$ cat src/rtl/a2d_rr_scheduler.sv
// Round-robin A2D conversion scheduler: drives an SPI master through batt/curr/brake/torque.
// Latency: result registers, conv_vld and ch_id update one clk after the second-transaction done.
// Backpressure: none; one transaction outstanding, and a tick that lands mid-conversion is dropped as overrun.
module a2d_rr_scheduler #(
    parameter int PERIOD_W = 14
) (
    input  logic        clk,
    input  logic        rst_n,
    output logic        snd,
    output logic [15:0] cmd,
    input  logic        done,
    input  logic [15:0] resp,
    output logic [11:0] batt,
    output logic [11:0] curr,
    output logic [11:0] brake,
    output logic [11:0] torque,
    output logic        conv_vld,
    output logic [1:0]  ch_id,
    output logic        overrun
);

    typedef enum logic [1:0] {IDLE, CMD, GAP, READ} state_t;

    state_t              state_q, state_d;
    logic [PERIOD_W-1:0] cnt_q;
    logic                tick;
    logic [1:0]          ptr_q, ptr_d;
    logic                snd_q, snd_d;
    logic [15:0]         cmd_q, cmd_d;
    logic [11:0]         batt_q, batt_d;
    logic [11:0]         curr_q, curr_d;
    logic [11:0]         brake_q, brake_d;
    logic [11:0]         torque_q, torque_d;
    logic                conv_vld_q, conv_vld_d;
    logic [1:0]          ch_id_q, ch_id_d;
    logic                overrun_q, overrun_d;

    // Slots are dense 0..3 but the A2D mux skips channel 2.
    function automatic logic [2:0] slot_to_ch(input logic [1:0] slot);
        case (slot)
            2'd0:    slot_to_ch = 3'd0;
            2'd1:    slot_to_ch = 3'd1;
            2'd2:    slot_to_ch = 3'd3;
            default: slot_to_ch = 3'd4;
        endcase
    endfunction

    assign tick = &cnt_q;

    always_comb begin
        state_d    = state_q;
        ptr_d      = ptr_q;
        snd_d      = 1'b0;
        cmd_d      = cmd_q;
        batt_d     = batt_q;
        curr_d     = curr_q;
        brake_d    = brake_q;
        torque_d   = torque_q;
        conv_vld_d = 1'b0;
        ch_id_d    = ch_id_q;
        overrun_d  = tick && (state_q != IDLE);
        case (state_q)
            IDLE: begin
                if (tick) begin
                    snd_d   = 1'b1;
                    cmd_d   = {2'b00, slot_to_ch(ptr_q), 11'h000};
                    state_d = CMD;
                end
            end
            CMD: begin
                // First response is stale (previous mux setting); re-issue the same command.
                if (done) begin
                    snd_d   = 1'b1;
                    state_d = GAP;
                end
            end
            GAP: begin
                state_d = READ;
            end
            READ: begin
                if (done) begin
                    case (ptr_q)
                        2'd0:    batt_d   = resp[11:0];
                        2'd1:    curr_d   = resp[11:0];
                        2'd2:    brake_d  = resp[11:0];
                        default: torque_d = resp[11:0];
                    endcase
                    conv_vld_d = 1'b1;
                    ch_id_d    = ptr_q;
                    ptr_d      = ptr_q + 2'd1;
                    state_d    = IDLE;
                end
            end
            default: state_d = IDLE;
        endcase
    end

    always_ff @(posedge clk or negedge rst_n) begin
        if (!rst_n) begin
            state_q    <= IDLE;
            cnt_q      <= '0;
            ptr_q      <= 2'd0;
            snd_q      <= 1'b0;
            cmd_q      <= 16'h0000;
            batt_q     <= 12'h000;
            curr_q     <= 12'h000;
            brake_q    <= 12'h000;
            torque_q   <= 12'h000;
            conv_vld_q <= 1'b0;
            ch_id_q    <= 2'd0;
            overrun_q  <= 1'b0;
        end else begin
            state_q    <= state_d;
            cnt_q      <= cnt_q + 1'b1;
            ptr_q      <= ptr_d;
            snd_q      <= snd_d;
            cmd_q      <= cmd_d;
            batt_q     <= batt_d;
            curr_q     <= curr_d;
            brake_q    <= brake_d;
            torque_q   <= torque_d;
            conv_vld_q <= conv_vld_d;
            ch_id_q    <= ch_id_d;
            overrun_q  <= overrun_d;
        end
    end

    assign snd      = snd_q;
    assign cmd      = cmd_q;
    assign batt     = batt_q;
    assign curr     = curr_q;
    assign brake    = brake_q;
    assign torque   = torque_q;
    assign conv_vld = conv_vld_q;
    assign ch_id    = ch_id_q;
    assign overrun  = overrun_q;

endmodule
$ cat config.mk
export PLATFORM = sky130hd
export DESIGN_NAME = a2d_rr_scheduler
export DESIGN_NICKNAME = d
export VERILOG_FILES = /design/src/rtl/a2d_rr_scheduler.sv
export SDC_FILE = /design/constraint.sdc
export NUM_CORES = 1
export LEC_CHECK = 0
export ABC_CLOCK_PERIOD_IN_PS = 2900
export CAP_MARGIN = 20
export CORE_UTILIZATION = 67
export CTS_CLUSTER_DIAMETER = 120
export DETAILED_ROUTE_END_ITERATION = 6
export DONT_BUFFER_PORTS = 1
export PLACE_DENSITY = 0.83
export SYNTH_ARGS = -nofsm -noshare
export SYNTH_HDL_FRONTEND = slang
export SYNTH_SLANG_ARGS = --single-unit
$ cat constraint.sdc
create_clock -name clk -period 2.9 [get_ports clk]
set_input_delay 0.435 -clock clk [delete_from_list [all_inputs] [get_ports clk]]
set_output_delay 0.435 -clock clk [all_outputs]
set_load 0.005 [all_outputs]
# --- Word-level counts from Yosys, hierarchy flattened ---
# Cells that the tools add are included.
word_totals:
  register_bits: 74
  in_bits: 19
  output_inout_bits: 69
  wordCells: 45
op_classes:
  add_sub_neg: 2
  n_eq_ne: 8
  muxes: 9
  n_bitwise: 1
  reduce_logical: 13
op_table:
  columns: ["cell", "count"]
  rows:
  - ["$reduce_and A15 Y1", 1]
  - ["$reduce_and A3 Y1", 5]
  - ["$add A14 B1 Y14 const B", 1]
  - ["$reduce_and A14 Y1", 1]
  - ["$pmux W3 S3", 1]
  - ["$pmux W2 S4", 1]
  - ["$eq A2 B2 Y1 const B", 3]
  - ["$mux W2", 3]
  - ["$ne A2 B2 Y1 const B", 3]
  - ["$eq A2 B1 Y1 const B", 2]
  - ["$logic_not A2 Y1", 2]
  - ["$mux W1", 3]
  - ["$reduce_or A3 Y1", 1]
  - ["$add A2 B1 Y2 const B", 1]
  - ["$pmux W1 S2", 1]
  - ["$reduce_and A2 Y1", 1]
  - ["$reduce_bool A2 Y1", 1]
  - ["$logic_and A1 B1 Y1", 1]
  - ["$not A1 Y1", 1]

# --- Depth between registers and ports, before layout ---
# Gate-level depths: netlist of the first run.
depth:
  ltp_word: 4
  ltp_mapped: 6
  mapped_depth_nobuf: 6

# --- Worst setup path before layout of the first run ---
# Ideal clock, no wire load.
synth_path:
  path_type: "register to register"
  start: "register state_q[0]"
  end: "register batt_q[10] (netlist: batt[10])"
  setup_time_ns: 0.125
  arrival_ns: 1.542
  slack_ns: 1.233
  stages_incl_launch_ff: 7
  path_buffers: 1
  period_less_slack_ns: 1.667
  cell_sequence: "dfrtp_1 > ha_1 > nand2_1 > clkinv_1 > nand2_1 > buf_4 > mux2_2"
synth_via:
  elab_chain_cells: 2
synth_lines:
  columns: ["element", "line_no", "rtl"]
  rows:
  - ["start: declaration", "24", "state_t state_q, state_d;"]
  - ["start signal: assignment", "113", "state_q <= state_d;"]
  - ["$eq A2 B2 Y1", "62", "case (state_q)"]
  - ["$reduce_and A3 Y1 (no line)", null, null]
  - ["end signal: assignment", "118", "batt_q <= batt_d;"]
  - ["end: declaration", "30", "logic [11:0] batt_q, batt_d;"]
# No other way between the ends.
# A chain may end at the register's enable or synchronous reset.

# --- Worst setup path in the final report of the first run ---
layout_path:
  start: "register state_q[0]"
  end: "register brake_q[9] (netlist: brake[9])"
layout_via:
  elab_chain_cells: 2
layout_lines:
  columns: ["element", "line_no", "rtl"]
  rows:
  - ["$eq A2 B2 Y1", "62", null]
  - ["$reduce_and A3 Y1 (no line)", null, null]
  - ["end signal: assignment", "120", "brake_q <= brake_d;"]
  - ["end: declaration", "32", "logic [11:0] brake_q, brake_d;"]
# No other way between the ends.

==> results of run 1 <==
cell type report:
class,count,area share
Clock buffer,12,0.0408
Clock inverter,3,0.0196
Inverter,6,0.00679
Multi-Input combinational cell,129,0.343
Sequential cell,74,0.558
Tap cell,52,0.0196
Timing Repair Buffer,2,0.0113
registers in the layout (all words and copies together), names as in the netlist:
name / flops
torque: 12
curr: 12
ptr_q: 2
state_q: 2
conv_vld: 1
brake: 12
snd: 1
ch_id: 2
batt: 12
cnt_q: 14
cmd: 3
overrun: 1
path summary, 6_finish.rpt:
path / from / end / slack, ns
setup / recovery: state_q[0] / brake[9] / 0.79
setup reg to reg: state_q[0] / brake[9] / 0.79
hold / removal: done / snd / 0.22
hold reg to reg: cnt_q[12] / cnt_q[12] / 0.48
min in group asynchronous: rst_n / torque[3] / 0.65
max in group asynchronous: rst_n / curr[6] / 1.99
layout by cell type (no fill, tap or decap):
cell / n
a21oi_1: 1
and3_1: 1
and4_1: 2
and4_2: 1
buf_16: 1
bufinv_16: 2
clkbuf_1: 3
clkbuf_8: 9
clkinv_1: 1
clkinv_2: 1
conb_1: 13
dfrtp_1: 74
dlygate4sd3_1: 1
ha_1: 10
inv_1: 5
mux2_2: 49
mux2_4: 3
nand2_1: 15
nand3_1: 2
nand3_2: 1
nand3_4: 1
nand4_1: 2
nand4_4: 1
nor2_1: 7
nor2b_2: 1
nor3_4: 1
o21ai_0: 3
o32a_1: 1
or3_4: 1
xnor2_1: 7
xor2_1: 6
stage by stage:
stage,cells,utilization
2_1_floorplan,226,-
3_3_place_gp,261,0.702
3_5_place_dp,261,0.702
4_1_cts,278,0.756
5_1_grt,278,0.756
6_report,278,0.756
where the power goes:
group / internal [W] / switching, W
combinational: 0.000367 / 0.000274
clock: 0.000480 / 0.000346
sequential: 0.00141 / 0.000311
routing by layer:
metal | wire, µm | global-route usage | share of wire | vias up
met4 | 55 | 0.0844 | 0.0099 | 0
met5 | 0 | 0 | 0 | -
met2 | 2960 | 0.440 | 0.53 | 59
met1 | 2180 | 0.284 | 0.39 | 839
li1 | - | - | - | 713
met3 | 380 | 0.0895 | 0.068 | 8
kinds of logic (layout without fill, tap and decap cells):
kind of cell / after synthesis / count (layout)
flip-flops: 74 / 74
multiplexers: 52 / 52
AND/OR/NAND/NOR: 36 / 36
buffers and inverters: 23 / 23
XOR/XNOR: 13 / 13
adder cells (fa/ha/maj): 10 / 10
AO/OA/AOI/OAI: 5 / 5
other: 1 / 13
worst max-delay path: cells and delay by family, from the launching register on:
kind | cells | cell delay [ns]
buffers and inverters | 1 | 0.23
adder cells (fa/ha/maj) | 1 | 0.23
flip-flops | 1 | 0.42
AND/OR/NAND/NOR | 2 | 0.69
multiplexers | 1 | 0.41
==> results.md, run 1 <==
- Global Route Usage Sum: 0.251
- Avg Vias per Cell: 5.82
- Clk buf depth: 2
- Post-Syn Instances: 214
- CTS tree: yes
- Unrepaired setup endpoints after global routing: no
- F_max: 0.474 GHz
- ANT nets after route: 0
- Crit Path Class: reg -> reg
- Leakage: 1.62 nW
- Post-route setup TNS: 0 ns
- VDD IR-drop max: 0.505 mV
- Post-synth EDFFs: 0
- Top cells by area, synth: dfrtp_1 (60%), mux2_2 (18%), buf_4 (4.1%)
- Final worst slack: 0.791 ns
- Htree depth: 3
- Worst-margin pin slew: 0.633 ns
- Pwr/cell area: 962 mW/mm²
- Starting DRT DRC Count: 125
- MaxCap Viol Count: 0
- DIE WIDTH: 70.0 µm
- TritonCTS Buffers: 9
- Largest stage delay on the critical path: 0.55 ns
- CP Launch Type: flip-flop
- Antenna diodes: 0
- FFs w/ async S/R, synth: 1.00
- Grt ovf: 0
- Top post-synthesis cells by count: dfrtp_1 (74), mux2_2 (49), buf_4 (17), nand2_1 (15), ha_1 (10)
- Final net count: 251
- Most frequent cell after synthesis: dfrtp_1
- # fillers: 267
- Via count: 1,619
- Max Slew Vio Count: 0
- Crit path max fanout: 12
- Pwr Total: 0.00319 W
- First-pass GRT wire length: 9.14 mm
- Final period util: 0.727
- Initial Utilization: 0.706
- WP data required: 3.11 ns
- Core footprint: 0.00438 mm²
- Die Y: 70.0 µm
- Place WS: 0.783 ns
- Largest net degree at the start of global routing: 75
- Worst Hold Depth: 2
- Worst EP arrival: 2.32 ns
- DRC Markers: 0
- Number of global-route vias before repair: 1,775
- Outcome: finished, final reports clean
- Hold slack: 0.216 ns
- Layout cell share with drive strength beyond 1: 0.319
- Cells on worst reg2reg path: 5
- CP most frequent cell: nand2_1
- Fin area: 0.00332 mm²
- Tmin final: 2.11 ns
- Std cell rows: 24
- Largest family of logic cells by synthesized area: multiplexers
- Routed wire per std cell: 20.0 µm
- Post-synth top area cell: dfrtp_1
- Register area share after synthesis: 0.598
- Routed WL: 5.57 mm
- # resized after CTS: 0
- Post-synth top area share: 0.598
- Worst min-delay path class: in -> reg
- IO buf count: 0
- Synthesized cell area: 0.00310 mm²
- Root buf cell: clkbuf_8
- Post-CTS setup buffer count: 0
- Initial antenna violation count: 0
- Critical-path cell list: ha_1, nand2_1, clkinv_1, nand2_1, mux2_2
- Skew final: 0.00858 ns
- Dpl cell area: 0.00308 mm²
- Die Area: 0.00490 mm²
- Sink Count: 74
- Simple-gate area share of the yosys netlist: 0.0724
- Mux share of post-synthesis cell area: 0.193
- Final HPWL DP: 3.70 mm
- Reg clk slew, reported paths: 0.07 ns
- FF/Latch Area: 0.00185 mm²
- Main synth FF type: dfrtp_1
- Post-Synth Adder-Cell Area: 0.0404
- Post-Syn Area per Cell: 14.5 µm²
- Compound-Gate Fraction of Synth Area: 0.00970
- Worst skew pair latency: 0.34 ns
- Hold_buf cts: 2
- Initial DRT Pass Iterations: 4
- Setup-failing EPs final: 0
- Multi-input gate area in the final layout: 0.00114 mm²
- RePlAce Congestion: 0.780
- Post-synth cell types: 26
- Critical Path Sink Type: flip-flop
- Area growth, synth to finish: 7.11%
- Hold Fails Final Rpt: 0
- Synth Area in XOR/XNOR: 0.0368
- Max transition margin: 0.577
- YS warnings: 0
- Yosys reg bits: 74
- Slowest-stage cell, CP: nand2_1
- IO Pins: 88
Power figures use the tool's default switching activity.
==> run 2: changes to the inputs <==
==> config.mk (replaced) <==
export PLATFORM = sky130hd
export DESIGN_NAME = a2d_rr_scheduler
export DESIGN_NICKNAME = d
export VERILOG_FILES = /design/src/rtl/a2d_rr_scheduler.sv
export SDC_FILE = /design/constraint.sdc
export NUM_CORES = 1
export LEC_CHECK = 0
export ABC_CLOCK_PERIOD_IN_PS = 1800
export CAP_MARGIN = 20
export CORE_UTILIZATION = 56
export CTS_CLUSTER_DIAMETER = 120
export DETAILED_ROUTE_END_ITERATION = 6
export DONT_BUFFER_PORTS = 1
export PLACE_DENSITY = 0.74
export SYNTH_ARGS = -nofsm -noshare
export SYNTH_HDL_FRONTEND = slang
export SYNTH_SLANG_ARGS = --single-unit
==> constraint.sdc (replaced) <==
create_clock -name clk -period 1.8 [get_ports clk]
set_input_delay 0.27 -clock clk [delete_from_list [all_inputs] [get_ports clk]]
set_output_delay 0.27 -clock clk [all_outputs]
set_load 0.005 [all_outputs]
==> results.md, run 2 (synthesized netlist as in run 1, its figures left out) <==
- Final period util: 0.965 (+0.238)
- Most frequent cells in the layout: dfrtp_1 (74), mux2_2 (49), conb_1 (13)
- Initial DRT Pass Iterations: 4 (unchanged)
- Hold slack: -0.388 ns (-0.604 ns)
- RePlAce Congestion: 0.690 (-11%)
- Worst EP arrival: 1.96 ns (-0.36 ns)
- DIE WIDTH: 76.3 µm (+9.1%)
- Global Route Usage Sum: 0.207 (-0.0436)
- Root buf cell: clkbuf_8
- ANT nets after route: 0 (unchanged)
- VDD IR-drop max: 0.854 mV (+69%)
- Initial antenna violation count: 0 (unchanged)
- Layout cell share with drive strength beyond 1: 0.386 (+0.0670)
- Pwr Total: 0.00516 W (+62%)
- Avg Vias per Cell: 5.48 (-6.0%)
- Outcome: complete, but fails checks
- Crit path max fanout: 12 (unchanged)
- Cells on worst reg2reg path: 6 (+1)
- First-pass GRT wire length: 9.09 mm (-0.60%)
- Die Area: 0.00583 mm² (+19%)
- Antenna diodes: 0 (unchanged)
- Critical Path Sink Type: flip-flop
- Worst skew pair latency: 0.34 ns (about the same)
- Starting DRT DRC Count: 70 (-44%)
- CTS tree: yes
- Std cell rows: 26 (+8.3%)
- Commonest non-fill, non-tap cell in the layout: dfrtp_1
- Fin area: 0.00344 mm² (+3.7%)
- Reg clk slew, reported paths: 0.08 ns (about the same)
- Core footprint: 0.00520 mm² (+19%)
- Hold Fails Final Rpt: 74 (+74)
- Initial Utilization: 0.595 (-0.111)
- Internal: 0.00360 W (+59%)
- R2R setup slack: 0.06 ns (-0.73 ns)
- Htree depth: 3 (unchanged)
- IO Pins: 88 (unchanged)
- Gate power share: 0.221 (+0.020)
- CP Launch Type: flip-flop
- P_sw: 0.00156 W (+68%)
- Switching share of power: 0.302 (+0.0107)
- MaxCap Viol Count: 0 (unchanged)
- Share of total power in sequential cells: 0.536 (-0.004)
- Place WS: 0.0299 ns (-0.753 ns)
- Post-route setup TNS: 0 ns (unchanged)
- Largest net degree at the start of global routing: 75 (unchanged)
- Dpl cell area: 0.00319 mm² (+3.6%)
- Final net count: 260 (+3.6%)
- WP data required: 2.02 ns (-1.09 ns)
- Sink Count: 74 (unchanged)
- Routed wire per std cell: 18.5 µm (-7.8%)
- Skew final: 0.0101 ns (+0.00148 ns)
- F_max: 0.576 GHz (+21%)
- IO buf count: 0 (unchanged)
- Leakage: 1.67 nW (+3.5%)
- Die Y: 76.3 µm (+9.1%)
- FF-to-FF End: brake[8]
- Failing checks: negative hold slack
- Pwr/cell area: 1500 mW/mm² (+56%)
- Setup-failing EPs final: 0 (unchanged)
- Worst min-delay path class: in -> async
- DRC Markers: 0 (unchanged)
- Routed WL: 5.66 mm (+1.5%)
- # fillers: 373 (+40%)
- Worst R2R Start: state_q[1]
- Final HPWL DP: 3.89 mm (+5.1%)
- Via count: 1,676 (+3.5%)
- Top reg by flops: cnt_q
- Max Slew Vio Count: 0 (unchanged)
- Clk buf depth: 2 (unchanged)
- Grt ovf: 0 (unchanged)
- Clk pwr share: 0.243 (-0.016)
- Max FFs per register: 14 (unchanged)
- Crit Path Class: reg -> reg
- TritonCTS Buffers: 9 (unchanged)
- Number of global-route vias before repair: 1,712 (-3.5%)
- Area growth, synth to finish: 11.1%
- Tmin final: 1.74 ns (-0.371 ns)
- Final worst slack: 0.0626 ns (-0.729 ns)
-- run 2: changes by cell type in the layout (fill, tap and decap cells not counted) --
cell,delta
buf_4,+7
nand2_2,+4
bufinv_16,-1
buf_12,+4
dlygate4sd3_1,-1
inv_6,+1
clkbuf_1,-3
clkinv_1,-1
nand2_1,-4
clkinv_2,+2
buf_16,-1
clkinvlp_4,+3
-- run 2: power by group through the flow --
stage / Clock, W / Combinational, W / Sequential, W
2_1_floorplan: 0 / 0.000857 / 0.00264
3_3_place_gp: 0 / 0.000958 / 0.00277
3_5_place_dp: 0 / 0.00106 / 0.00281
4_1_cts: 0.00129 / 0.00106 / 0.00279
5_1_grt: 0.00135 / 0.00125 / 0.00283
6_report: 0.00125 / 0.00114 / 0.00277
-- run 2: what timing repair did --
action                                  in CTS  in global routing
buffers inserted                             0                  6
endpoints found under the hold margin       74                 74
gates resized for setup                      0                  5
endpoints found under the setup margin       0                 48
-- run 2: worst max path at each step --
| stage | from | end | slack (ns) | depth (start not counted) |
|---|---|---|---|---|
| floorplan | state_q[0] | batt[10] | 0.13 | 6 |
| global placement | state_q[0] | batt[5] | 0.12 | 6 |
| detailed placement | state_q[0] | brake[8] | 0.03 | 6 |
| CTS | state_q[0] | brake[8] | 0.008 | 6 |
| global route | state_q[1] | batt[1] | -0.02 | 6 |
| finish | state_q[1] | brake[8] | 0.06 | 6 |
-- run 2: layout make-up --
type	instances	area [µm²]	area share
Multi-Input combinational cell	129	1150	0.334
Inverter	6	26.3	0.00764
Clock buffer	9	124	0.0360
Sequential cell	74	1850	0.538
Clock inverter	7	68.8	0.0200
Timing Repair Buffer	11	133	0.0386
Tap cell	70	87.6	0.0255
-- run 2: critical path: stages, from the launching register on --
cell	delay (ns)
dfrtp_1	0.43
ha_1	0.22
nand2_1	0.14
clkinvlp_4	0.19
nand2_2	0.14
buf_12	0.15
mux2_2	0.35
-- run 2: through the flow --
step,instances,utilization
2_1_floorplan,226,-
4_1_cts,300,0.650
3_3_place_gp,284,0.613
5_1_grt,306,0.661
6_report,306,0.661
3_5_place_dp,284,0.613
-- run 2: routing by layer --
metal	vias up	share of wire	track usage
met5	-	0	0
met4	0	0.026	0.115
met3	12	0.060	0.0623
met2	65	0.52	0.335
met1	857	0.39	0.249
li1	742	-	-
==> run 3: changes to the inputs <==
--- a/config.mk
+++ b/config.mk
@@ -12,6 +12,8 @@
 export DETAILED_ROUTE_END_ITERATION = 6
 export DONT_BUFFER_PORTS = 1
 export PLACE_DENSITY = 0.74
+export REMOVE_ABC_BUFFERS = 1
 export SYNTH_ARGS = -nofsm -noshare
 export SYNTH_HDL_FRONTEND = slang
 export SYNTH_SLANG_ARGS = --single-unit
+export TNS_END_PERCENT = 5
==> results.md, run 3 (synthesized netlist as in run 1, its figures left out) <==
- Worst R2R Start: cnt_q[0]
- Std cell rows: 26 (unchanged)
- Root buf cell: clkbuf_8
- Fin area: 0.00340 mm² (-1.1%)
- Worst min-delay path class: in -> async
- ANT nets after route: 0 (unchanged)
- Outcome: complete, but fails checks
- WP data required: 2.03 ns (about the same)
- IO Pins: 88 (unchanged)
- Cells on worst reg2reg path: 5 (-1)
- Worst skew pair latency: 0.34 ns (about the same)
- # fillers: 361 (-3.2%)
- Critical Path Sink Type: flip-flop
- Pwr Total: 0.00521 W (+0.89%)
- Dpl cell area: 0.00317 mm² (-0.47%)
- F_max: 0.601 GHz (+4.5%)
- Post-CTS setup buffer count: 0 (unchanged)
- Final net count: 257 (-1.2%)
- R2R setup slack: 0.14 ns (+0.07 ns)
- Crit Path Class: reg -> reg
- VDD IR-drop max: 0.676 mV (-21%)
- Leakage: 1.66 nW (-0.71%)
- CP endpoint: cmd[13]
- CP Launch Type: flip-flop
- Global Route Usage Sum: 0.199 (-0.00895)
- Worst Setup SP: cnt_q[0]
- Largest net degree at the start of global routing: 75 (unchanged)
- Die Area: 0.00583 mm² (unchanged)
- Pwr/cell area: 1530 mW/mm² (+2.0%)
- Skew final: 0.00842 ns (-0.00165 ns)
- Crit path max fanout: 4 (-8)
- Grt ovf: 0 (unchanged)
- Routed wire per std cell: 17.2 µm (-7.1%)
- Starting DRT DRC Count: 85 (+21%)
- Htree depth: 3 (unchanged)
- Initial antenna violation count: 0 (unchanged)
- Antenna diodes: 0 (unchanged)
- Max Slew Vio Count: 0 (unchanged)
- Reg clk slew, reported paths: 0.07 ns (about the same)
- Routed WL: 5.20 mm (-8.0%)
- Most frequent cells in the layout: dfrtp_1 (74), mux2_2 (49), nand2_1 (15)
- Met1 Resource Use GR: 0.207 (-0.0417)
- FF-to-FF End: cmd[13]
- Hold slack: -0.380 ns (+0.00725 ns)
- Top reg by flops: cnt_q
- Failing checks: negative hold slack
- DRC Markers: 0 (unchanged)
- GRT met3 Usage: 0.101 (+0.0383)
- Die Y: 76.3 µm (unchanged)
- Worst EP arrival: 1.89 ns (-0.07 ns)
- Setup-failing EPs final: 0 (unchanged)
- IO buf count: 0 (unchanged)
- Critical-path cell list: ha_1, nand2_1, nor3_4, nand4_4, mux2_4
- Tmin final: 1.66 ns (-0.0743 ns)
- Via count: 1,614 (-3.7%)
- Slowest-stage cell, CP: dfrtp_1
- Most Crowded Layer GR: met2
- MaxCap Viol Count: 0 (unchanged)
- Final period util: 0.924 (-0.0413)
- Global Route met2 Usage: 0.341 (+0.00541)
- Post-route setup TNS: 0 ns (unchanged)
- Buf+Inv Stages, Crit Path: 0 (-2)
- Number of global-route vias before repair: 1,739 (+1.6%)
- Sink Count: 74 (unchanged)
- Unrepaired setup endpoints after global routing: no
- Clk buf depth: 2 (unchanged)
- Number of cells on the critical path: 5 (-1)
- Final HPWL DP: 3.78 mm (-2.7%)
- Max FFs per register: 14 (unchanged)
- Largest stage delay on the critical path: 0.38 ns (-0.05 ns)
- Core footprint: 0.00520 mm² (unchanged)
- CTS tree: yes
- TritonCTS Buffers: 9 (unchanged)
- Initial Utilization: 0.595 (unchanged)
- Hold Fails Final Rpt: 74 (unchanged)
- Top delay family on crit path: simple AND/OR/NAND/NOR gates
- Area growth, synth to finish: 9.90%
- Avg Vias per Cell: 5.33 (-2.7%)
- First-pass GRT wire length: 8.67 mm (-4.6%)
- Layout cell share with drive strength beyond 1: 0.356 (-0.0294)
- DIE WIDTH: 76.3 µm (unchanged)
- RePlAce Congestion: 0.768 (+11%)
- Initial DRT Pass Iterations: 3 (-1)
- Commonest non-fill, non-tap cell in the layout: dfrtp_1
-- run 3: how the worst min path moves through the flow --
| stage | endpoint | cells past startpoint |
|---|---|---|
| after floorplan | batt[0] | 0 |
| after global placement | cnt_q[0] | 0 |
| after detailed placement | batt[0] | 0 |
| after CTS | cmd[11] | 0 |
| after global routing | cmd[11] | 0 |
| final | state_q[1] | 0 |
-- run 3: routing by layer --
metal  wire length, µm  vias to the layer above
li1                  -                      732
met1              2020                      817
met2              2710                       61
met3               436                        4
met4                42                        0
met5                 0                        -
-- run 3: timing repair --
action,4_1_cts,5_1_grt
gates resized for setup,0,1
hold endpoints to repair,74,74
endpoints found under the setup margin,0,32
-- run 3: through the flow --
step                      cells  setup slack (ns)   util
after floorplan             209            0.0789      -
after CTS                   303            0.0532  0.654
after global routing        303            0.0166  0.654
after global placement      287            0.0992  0.610
final                       303             0.137  0.654
after detailed placement    287            0.0636  0.610
-- run 3: final cells by class --
| cell class | instances | area [µm²] | share of cell area |
|---|---|---|---|
| timing repair buffer | 8 | 72.6 | 0.0213 |
| clock buffer | 12 | 155 | 0.0456 |
| multi-input combinational | 129 | 1140 | 0.335 |
| inverter | 6 | 22.5 | 0.00662 |
| tap | 70 | 87.6 | 0.0257 |
| sequential | 74 | 1850 | 0.544 |
| clock inverter | 4 | 73.8 | 0.0217 |
-- run 3: power by group --
part / switching (W) / internal, W
combinational: 0.000407 / 0.000614
clock: 0.000570 / 0.000857
sequential: 0.000483 / 0.00228
